## src/rtl/otter_decode_stage.sv

```systemverilog
// rtl/otter_decode_stage.sv - OTTER ID stage: RF addressing, EX/MEM forwarding, load-use stall, ID/EX register
module otter_decode_stage #(
    parameter int              XLEN     = 32,
    parameter logic [XLEN-1:0] PC_RESET = '0
) (
    input  logic            CLK,
    input  logic            RST_N,
    input  logic            IF_ID_VALID,
    input  logic [XLEN-1:0] IF_ID_PC,
    input  logic [31:0]     IF_ID_IR,
    output logic [4:0]      RF_ADR1,
    output logic [4:0]      RF_ADR2,
    input  logic [XLEN-1:0] RF_RS1,
    input  logic [XLEN-1:0] RF_RS2,
    input  logic [XLEN-1:0] EX_RESULT,
    input  logic [4:0]      MEM_RD,
    input  logic            MEM_REG_WRITE,
    input  logic [XLEN-1:0] MEM_RESULT,
    input  logic            FLUSH,
    input  logic            HOLD,
    output logic            STALL,
    output logic            ID_EX_VALID,
    output logic [XLEN-1:0] ID_EX_PC,
    output logic [31:0]     ID_EX_IR,
    output logic [XLEN-1:0] ID_EX_RS1,
    output logic [XLEN-1:0] ID_EX_RS2,
    output logic [4:0]      ID_EX_RD,
    output logic            ID_EX_REG_WRITE,
    output logic            ID_EX_IS_LOAD
);

    localparam logic [31:0] NOP       = 32'h0000_0013;
    localparam logic [6:0]  OP_LUI    = 7'b0110111;
    localparam logic [6:0]  OP_AUIPC  = 7'b0010111;
    localparam logic [6:0]  OP_JAL    = 7'b1101111;
    localparam logic [6:0]  OP_JALR   = 7'b1100111;
    localparam logic [6:0]  OP_BRANCH = 7'b1100011;
    localparam logic [6:0]  OP_LOAD   = 7'b0000011;
    localparam logic [6:0]  OP_STORE  = 7'b0100011;
    localparam logic [6:0]  OP_IMM    = 7'b0010011;
    localparam logic [6:0]  OP_OP     = 7'b0110011;
    localparam logic [6:0]  OP_SYSTEM = 7'b1110011;

    logic [6:0]      opcode;
    logic [4:0]      rd;
    logic            use_rs1;
    logic            use_rs2;
    logic            writes_rd;
    logic            reg_write;
    logic            is_load;
    logic            ex_fwd_ok;
    logic            load_use;
    logic [XLEN-1:0] op1;
    logic [XLEN-1:0] op2;

    assign opcode  = IF_ID_IR[6:0];
    assign rd      = IF_ID_IR[11:7];
    assign RF_ADR1 = IF_ID_IR[19:15];
    assign RF_ADR2 = IF_ID_IR[24:20];

    always_comb begin
        use_rs1   = 1'b0;
        use_rs2   = 1'b0;
        writes_rd = 1'b0;
        unique case (opcode)
            OP_LUI, OP_AUIPC, OP_JAL: writes_rd = 1'b1;
            OP_JALR, OP_LOAD, OP_IMM, OP_SYSTEM: begin
                use_rs1   = 1'b1;
                writes_rd = 1'b1;
            end
            OP_BRANCH, OP_STORE: begin
                use_rs1 = 1'b1;
                use_rs2 = 1'b1;
            end
            OP_OP: begin
                use_rs1   = 1'b1;
                use_rs2   = 1'b1;
                writes_rd = 1'b1;
            end
            default: ;
        endcase
    end

    assign reg_write = writes_rd & (rd != 5'd0);
    assign is_load   = (opcode == OP_LOAD);

    // A load in EX has no data yet; its consumers stall and pick it up from MEM next cycle.
    assign ex_fwd_ok = ID_EX_VALID & ID_EX_REG_WRITE & ~ID_EX_IS_LOAD;

    function automatic logic [XLEN-1:0] forward(
        input logic [4:0]      adr,
        input logic [XLEN-1:0] rf_data,
        input logic            ex_ok,
        input logic [4:0]      ex_rd,
        input logic [XLEN-1:0] ex_data,
        input logic            mem_we,
        input logic [4:0]      mem_rd,
        input logic [XLEN-1:0] mem_data
    );
        if (adr == 5'd0)
            return '0;
        else if (ex_ok && ex_rd == adr)
            return ex_data;
        else if (mem_we && mem_rd == adr)
            return mem_data;
        else
            return rf_data;
    endfunction

    assign op1 = forward(RF_ADR1, RF_RS1, ex_fwd_ok, ID_EX_RD, EX_RESULT,
                         MEM_REG_WRITE, MEM_RD, MEM_RESULT);
    assign op2 = forward(RF_ADR2, RF_RS2, ex_fwd_ok, ID_EX_RD, EX_RESULT,
                         MEM_REG_WRITE, MEM_RD, MEM_RESULT);

    assign load_use = IF_ID_VALID & ID_EX_VALID & ID_EX_IS_LOAD & ID_EX_REG_WRITE &
                      ((use_rs1 & (RF_ADR1 == ID_EX_RD)) |
                       (use_rs2 & (RF_ADR2 == ID_EX_RD)));
    assign STALL    = load_use & ~FLUSH;

    always_ff @(posedge CLK or negedge RST_N) begin
        if (!RST_N) begin
            ID_EX_VALID     <= 1'b0;
            ID_EX_PC        <= PC_RESET;
            ID_EX_IR        <= NOP;
            ID_EX_RS1       <= '0;
            ID_EX_RS2       <= '0;
            ID_EX_RD        <= 5'd0;
            ID_EX_REG_WRITE <= 1'b0;
            ID_EX_IS_LOAD   <= 1'b0;
        end else if (FLUSH) begin
            // Flush overrides a freeze so a killed instruction can never survive.
            ID_EX_VALID     <= 1'b0;
            ID_EX_REG_WRITE <= 1'b0;
            ID_EX_IS_LOAD   <= 1'b0;
            ID_EX_IR        <= NOP;
        end else if (!HOLD) begin
            if (STALL) begin
                ID_EX_VALID     <= 1'b0;
                ID_EX_REG_WRITE <= 1'b0;
                ID_EX_IS_LOAD   <= 1'b0;
                ID_EX_IR        <= NOP;
            end else begin
                ID_EX_VALID     <= IF_ID_VALID;
                ID_EX_PC        <= IF_ID_PC;
                ID_EX_IR        <= IF_ID_IR;
                ID_EX_RS1       <= op1;
                ID_EX_RS2       <= op2;
                ID_EX_RD        <= rd;
                ID_EX_REG_WRITE <= IF_ID_VALID & reg_write;
                ID_EX_IS_LOAD   <= IF_ID_VALID & is_load;
            end
        end
    end

endmodule

```

## config.mk

```make
export PLATFORM = sky130hd
export DESIGN_NAME = otter_decode_stage
export DESIGN_NICKNAME = d
export VERILOG_FILES = /design/src/rtl/otter_decode_stage.sv
export SDC_FILE = /design/constraint.sdc
export NUM_CORES = 1
export LEC_CHECK = 0
export ABC_AREA = 1
export BUFFER_PORTS_ARGS = -buffer_cell sky130_fd_sc_hd__buf_2
export CORE_MARGIN = 3
export CORE_UTILIZATION = 35
export DETAILED_ROUTE_END_ITERATION = 7
export PLACE_DENSITY = 0.73
export REMOVE_ABC_BUFFERS = 1
export SYNTH_ARGS = -nofsm -noshare
export SYNTH_HDL_FRONTEND = slang
export SYNTH_SLANG_ARGS = --single-unit
```

## constraint.sdc

```tcl
create_clock -name CLK -period 1.59 [get_ports CLK]
set_input_delay 0.318 -clock CLK [delete_from_list [all_inputs] [get_ports CLK]]
set_output_delay 0.318 -clock CLK [all_outputs]
set_load 0.02 [all_outputs]
```

==> results.json, run 1 <==
{
  "die_area_um2": 24600,
  "p_int_w": 0.00747,
  "combPwrFrac_pct": 27.4,
  "clk_latency_ns": 0.42,
  "p_sw_share_pct": 33.4,
  "post-place-ws_ns": -0.297,
  "fillers": 2033,
  "grt_pass1_wl_um": 48300,
  "p_clk_share_pct": 35.9,
  "syn_area_per_cell_um2": 6.42,
  "start_util_pct": 36.1,
  "synth_seq_cells": 136,
  "synth_top_area_share_pct": 41.8,
  "ys.flop_type": "dfrtp_1",
  "clock-sinks": 136,
  "maxSlewHeadroom_pct": 73.6,
  "layout-drive-gt1-share_pct": 39.1,
  "tightest_slew_ns": 0.396,
  "min_period_ns": 2.05,
  "seq_area_um2": 3410,
  "ys_warn_count": 0,
  "vias_per_cell": 5.09,
  "p_sw_w": 0.00374,
  "htreeDepth": 4,
  "synth_area_leader_cell": "dfrtp_1",
  "rows": 54,
  "vias": 10000,
  "synth_cell_type_count": 24,
  "cts_tree": "built",
  "r2r_cells": 15,
  "synth_top_family_by_area": "simple AND/OR/NAND/NOR gates",
  "drv_cap": 0,
  "final.period_utilization_pct": 129,
  "synth_compound_area_share_pct": 1.55,
  "synth_mux_area_share_pct": 0,
  "syn_area_um2": 7970,
  "clock_path_buffers": 2,
  "crit_fanout": 4,
  "end_kind": "output pin",
  "synth_xor_area_share_pct": 0.220,
  "synth_most_common_cell": "nand2_1",
  "cellLeakagePower_nw": 7.61,
  "fin_nets": 1874,
  "setup_ws_ns": -0.461,
  "grt_pass1_vias": 9080,
  "synth_cells": 1240,
  "drt_pass1_iterations": 5,
  "syn2layout_area_growth_pct": 60.5,
  "finalSetupViolCount": 138,
  "instances_no_fill": 1965,
  "io-pin-count": 350,
  "drv_slew": 0,
  "power_density_nw_per_um2": 877,
  "drc": 0,
  "drtIter0Drc": 904,
  "antenna_found_initial": 3,
  "status": "complete, but fails checks",
  "finClkSkew_ns": 0.00949,
  "whs_ns": 0.101,
  "violations": "negative setup slack",
  "coreArea_um2": 22100,
  "cts_buffers": 17,
  "p_total_w": 0.0112,
  "synth_edf_count": 0,
  "die_w_um": 157,
  "min_path_cells": 3,
  "hpwl_um": 21700,
  "worstPathRequired_ns": 1.27,
  "place_congestion": 0.887,
  "netlist_top_cells_count": "nand2_1 (591), nand3_1 (177), nor2_1 (143)",
  "ir_drop_v": 0.000695,
  "gr-usage-all-layers_pct": 25.1,
  "wire_per_inst_um": 18.4,
  "dp.cells": 1867,
  "cp.arrival_ns": 1.73,
  "ys_seq_area_share_pct": 42.8,
  "numPortBuffers": 349,
  "multi_input_area_um2": 4460,
  "cts-root-buf": "clkbuf_16",
  "grt_overflow": 0,
  "async_flop_share_pct": 100,
  "grt_start_max_net_pins": 55,
  "clock.fmax_mhz": 487,
  "clkTransAtPathRegs_ns": 0.06,
  "hold_viol_final": 0,
  "antenna_left": 0,
  "synth-adder-area-share_pct": 0,
  "tns_ns": -47.34,
  "netlist_top_cells_area": "dfrtp_1 (42%), nand2_1 (28%), nand3_1 (11%)",
  "synth-simple-area-share_pct": 47.1,
  "hp-class": "input pin to flop",
  "crit_type": "flop to output pin",
  "start_kind": "flop",
  "p_seq_share_pct": 36.7,
  "rsz0062_at_grt": "true",
  "routed_wl_um": 36200,
  "die_h_um": 157
}
==> state kept, by name (all words and copies together), names as in the netlist <==
name and cells:
ID_EX_IR 32, ID_EX_IS_LOAD 1, ID_EX_PC 32, ID_EX_RD 5, ID_EX_REG_WRITE 1, ID_EX_RS1 32
ID_EX_RS2 32, ID_EX_VALID 1
==> cells in the final DEF (no fill, tap or decap), types with 2 or more instances in the layout <==
cell type   netlist  final
dfrtp_1         133    132
buf_16            0      6
nand3_4           0      5
clkbuf_16         0     35
nand4_1           3      3
o21ai_2           0      9
buf_12            0     24
nand2_1         591    533
bufinv_16         0      2
o21ai_0          18      4
clkbuf_8          0      2
o21ai_1           0      5
dfstp_2           3      3
buf_8             0      8
nor2_1          143    134
buf_4            10     69
nand3_2           0     24
clkinv_2          0      3
nor2_2            1      4
buf_2            21    345
buf_6             5     23
clkinv_4          0      3
nor2_4            1      7
a21oi_1           5      4
clkbuf_1         38      2
inv_1            58     53
nor3_1            9      7
inv_2             7     11
clkinvlp_4        0      3
xnor2_2           0      2
nand2_4           1      9
nand2_8           0      4
nand2_2           1     50
nand3_1         177    148
==> per-layer routing <==
| metal | vias up | wire length (um) | GRT usage, % |
|---|---|---|---|
| met5 | - | 27 | 0 |
| met2 | 577 | 17700 | 42.6 |
| met4 | 4 | 861 | 8.80 |
| met1 | 4649 | 13900 | 31.0 |
| met3 | 73 | 3650 | 6.31 |
| li1 | 4702 | - | - |
==> what timing repair did <==
action                                  4_1_cts  5_1_grt
endpoints found under the setup margin      134      137
hold endpoints to repair                     20        0
pin swaps                                     5       42
hold buffers                                  1        0
gates cloned                                 10       25
buffers inserted                              8       28
gates resized for setup                      18      188
==> cells by family after synthesis <==
kind of cell / count (synthesis)
simple gates: 928
buf+inv: 150
flops: 136
compound gates: 24
xor+xnor: 2
==> final timing paths <==
path	from	to	slack, ns
max	ID_EX_RD[0]	STALL	-0.46
min	IF_ID_IR[28]	ID_EX_IR[28]	0.10
max reg2reg	ID_EX_RD[0]	ID_EX_RS2[8]	-0.44
min reg2reg	ID_EX_RS1[0]	ID_EX_RS1[0]	0.47
max in group asynchronous	RST_N	ID_EX_RS1[2]	0.62
min in group asynchronous	RST_N	ID_EX_RS1[0]	0.34
==> cell type report <==
type	instances	area share, %
sequential	136	26.7
timing repair buffer	494	29.2
inverter	65	1.93
multi-input combinational	957	34.9
tap	280	2.74
clock buffer	21	3.60
clock inverter	11	0.969
antenna	1	0.0196
==> critical path, cell delays in order, from the launching register on <==
cell and delay, ns:
dfrtp_1 0.43, nand2_1 0.13, nand2_2 0.07, nor2_2 0.12
nand2_2 0.09, nor2_4 0.11, nand2_2 0.07, nand2_4 0.07
nand2_4 0.06, inv_4 0.06, buf_6 0.11
==> through the flow <==
stage,utilization [%],area (um2)
final,57.9,12800
after global routing,57.9,12800
after CTS,52.4,11600
after detailed placement,47.8,10600
after global placement,47.8,10600
after floorplan,-,7540
==> power groups by stage <==
stage / registers, W / logic, W / clock network [W]
2_1_floorplan: 0.00460 / 0.000774 / 0
3_3_place_gp: 0.00414 / 0.00254 / 0
3_5_place_dp: 0.00413 / 0.00259 / 0
4_1_cts: 0.00409 / 0.00273 / 0.00409
5_1_grt: 0.00415 / 0.00331 / 0.00425
6_report: 0.00412 / 0.00307 / 0.00402
Power figures use the tool's default switching activity.
==> run 2: changes to the inputs <==
--- a/config.mk
+++ b/config.mk
@@ -6,7 +6,7 @@
 export NUM_CORES = 1
 export LEC_CHECK = 0
 export ABC_AREA = 1
-export BUFFER_PORTS_ARGS = -buffer_cell sky130_fd_sc_hd__buf_2
+export BUFFER_PORTS_ARGS = -buffer_cell sky130_fd_sc_hd__buf_4
 export CORE_MARGIN = 3
 export CORE_UTILIZATION = 35
 export DETAILED_ROUTE_END_ITERATION = 7
==> results.json, run 2 (synthesis gave the netlist of run 1 again) <==
{
  "status": "complete, but fails checks",
  "violations": "negative setup slack",
  "place_area_um2": 11500,
  "cellLeakagePower_nw": 7.93,
  "worstPathRequired_ns": 1.27,
  "grt_overflow": 0,
  "seq_area_um2": 3410,
  "routed_wl_um": 36500,
  "crit_slowest_cell": "dfrtp_1",
  "wire_per_inst_um": 18.5,
  "r2r_end": "ID_EX_RS1[0]",
  "final_common_cell": "nand2_1",
  "clk_latency_ns": 0.41,
  "place_congestion": 0.871,
  "grt_pass1_vias": 9685,
  "setup_ws_ns": -0.549,
  "finalSetupViolCount": 137,
  "crit_fanout": 4,
  "multi_input_area_um2": 4280,
  "end_kind": "output pin",
  "post-place-ws_ns": -0.262,
  "hp-class": "input pin to flop",
  "fillers": 1927,
  "layout-drive-gt1-share_pct": 36.7,
  "syn2layout_area_growth_pct": 71.1,
  "cp.arrival_ns": 1.82,
  "die_area_um2": 24600,
  "power_density_nw_per_um2": 835,
  "drt_pass1_iterations": 8,
  "clock-sinks": 136,
  "hold_end": "ID_EX_IR[14]",
  "antenna_left": 0,
  "num_antenna_cells": 0,
  "hpwl_um": 22500,
  "tns_ns": -42.88,
  "crit_path_max_incr_delay_ns": 0.42,
  "grt_start_max_net_pins": 44,
  "tightest_slew_ns": 0.424,
  "min_path_cells": 3,
  "clkTransAtPathRegs_ns": 0.07,
  "finClkSkew_ns": 0.0133,
  "fin_nets": 1879,
  "vias_per_cell": 5.05,
  "drc": 0,
  "worstPathCellList": "inv_2, nand2_2, nand2_2, nor2_2, nand2_2, nor2_4, nand2_2, nand2_4, nand2_4, buf_12, clkinv_4, buf_6",
  "reg2reg_slack_ns": -0.44,
  "hp-start": "IF_ID_IR[14]",
  "ir_drop_v": 0.000650,
  "min_period_ns": 2.14,
  "die_w_um": 157,
  "die_h_um": 157,
  "vias": 9944,
  "maxSlewHeadroom_pct": 71.8,
  "drv_slew": 0,
  "cts_buffers": 17,
  "crit_type": "flop to output pin",
  "timing.rr.start": "ID_EX_RD[1]",
  "grt_pass1_wl_um": 53500,
  "io-pin-count": 350,
  "p_total_w": 0.0114,
  "final_util_pct": 61.7,
  "layout_common_cells": "nand2_1 (561), buf_4 (420), nand3_1 (159)",
  "cp_common_cell": "nand2_2",
  "gr-usage-all-layers_pct": 28.2,
  "hold_viol_final": 0,
  "rows": 54,
  "rsz0062_at_grt": "true",
  "cp_top_family": "simple AND/OR/NAND/NOR gates",
  "numPortBuffers": 349,
  "final_area_um2": 13600,
  "final.period_utilization_pct": 135,
  "clock.fmax_mhz": 468,
  "r2r_cells": 16,
  "clock_path_buffers": 2,
  "coreArea_um2": 22100,
  "start_kind": "flop",
  "drv_cap": 0,
  "critPathBufInv": 4,
  "htreeDepth": 4,
  "drtIter0Drc": 924,
  "cts-root-buf": "clkbuf_16",
  "start_util_pct": 36.1,
  "cts_tree": "built",
  "antenna_found_initial": 0
}
==> run 2: cell types whose count changed in the layout (fill, tap and decap cells not counted), sizes merged <==
cell      delta
buf         +14
bufbuf       +7
diode        -1
clkinvlp     +1
bufinv       -1
nand2        -2
inv          +2
clkbuf      -16
==> run 2: area by class of cell <==
| class | count | share of cell area, % |
|---|---|---|
| clock inverter | 13 | 0.899 |
| multi-input combinational | 955 | 31.4 |
| clock buffer | 19 | 3.18 |
| tap | 280 | 2.57 |
| sequential | 136 | 25.0 |
| timing repair buffer | 501 | 35.2 |
| inverter | 65 | 1.83 |
==> run 2: repair_timing <==
item | in CTS | in global routing
hold endpoints to repair | 26 | 0
setup buffers | 26 | 11
hold buffers | 1 | 0
setup endpoints to repair | 135 | 135
cloned | 25 | 5
pin swaps | 12 | 23
gates resized for setup | 59 | 76
==> run 2: power breakdown <==
group	switching, W	internal [W]
clock network	0.00168	0.00217
registers	0.000254	0.00385
logic	0.00183	0.00159
total	0.00376	0.00761
==> run 2: worst reg2reg max path, stage by stage, from the launching register on <==
cell       delay (ns)
dfrtp_1          0.42
inv_2            0.07
nand2_2          0.07
nand2_2          0.05
nor2_2           0.12
nand2_2          0.09
nor2_4           0.11
nand2_2          0.08
nand2_4          0.08
nand2_4          0.06
buf_6            0.14
nand2_8          0.08
buf_12           0.13
buf_12           0.12
bufbuf_16        0.24
nand2_1          0.05
nand2_1          0.06
==> run 2: per-layer routing <==
metal,global-route usage (%),vias to the layer above,routed length [um]
met5,0,-,0
met3,7.58,65,3980
li1,-,4717,-
met2,47.7,571,17800
met1,34.9,4591,13800
met4,9.71,0,893
==> run 2: metrics by stage <==
step	cells	hold slack, ns
2_1_floorplan	1155	0.0224
3_3_place_gp	1872	0.256
3_5_place_dp	1872	0.253
4_1_cts	1955	0.0784
5_1_grt	1969	0.0762
6_report	1969	0.0913
==> run 2: worst max path at each step <==
stage / end / cells after the start / from / slack [ns]
2_1_floorplan: ID_EX_RS2[0] / 8 / ID_EX_VALID / -3.38
3_3_place_gp: ID_EX_RS1[9] / 14 / IF_ID_IR[1] / -0.23
3_5_place_dp: ID_EX_RS1[30] / 14 / IF_ID_IR[1] / -0.26
4_1_cts: STALL / 12 / ID_EX_RD[1] / -0.58
5_1_grt: STALL / 12 / ID_EX_RD[1] / -0.66
6_report: STALL / 12 / ID_EX_RD[1] / -0.55
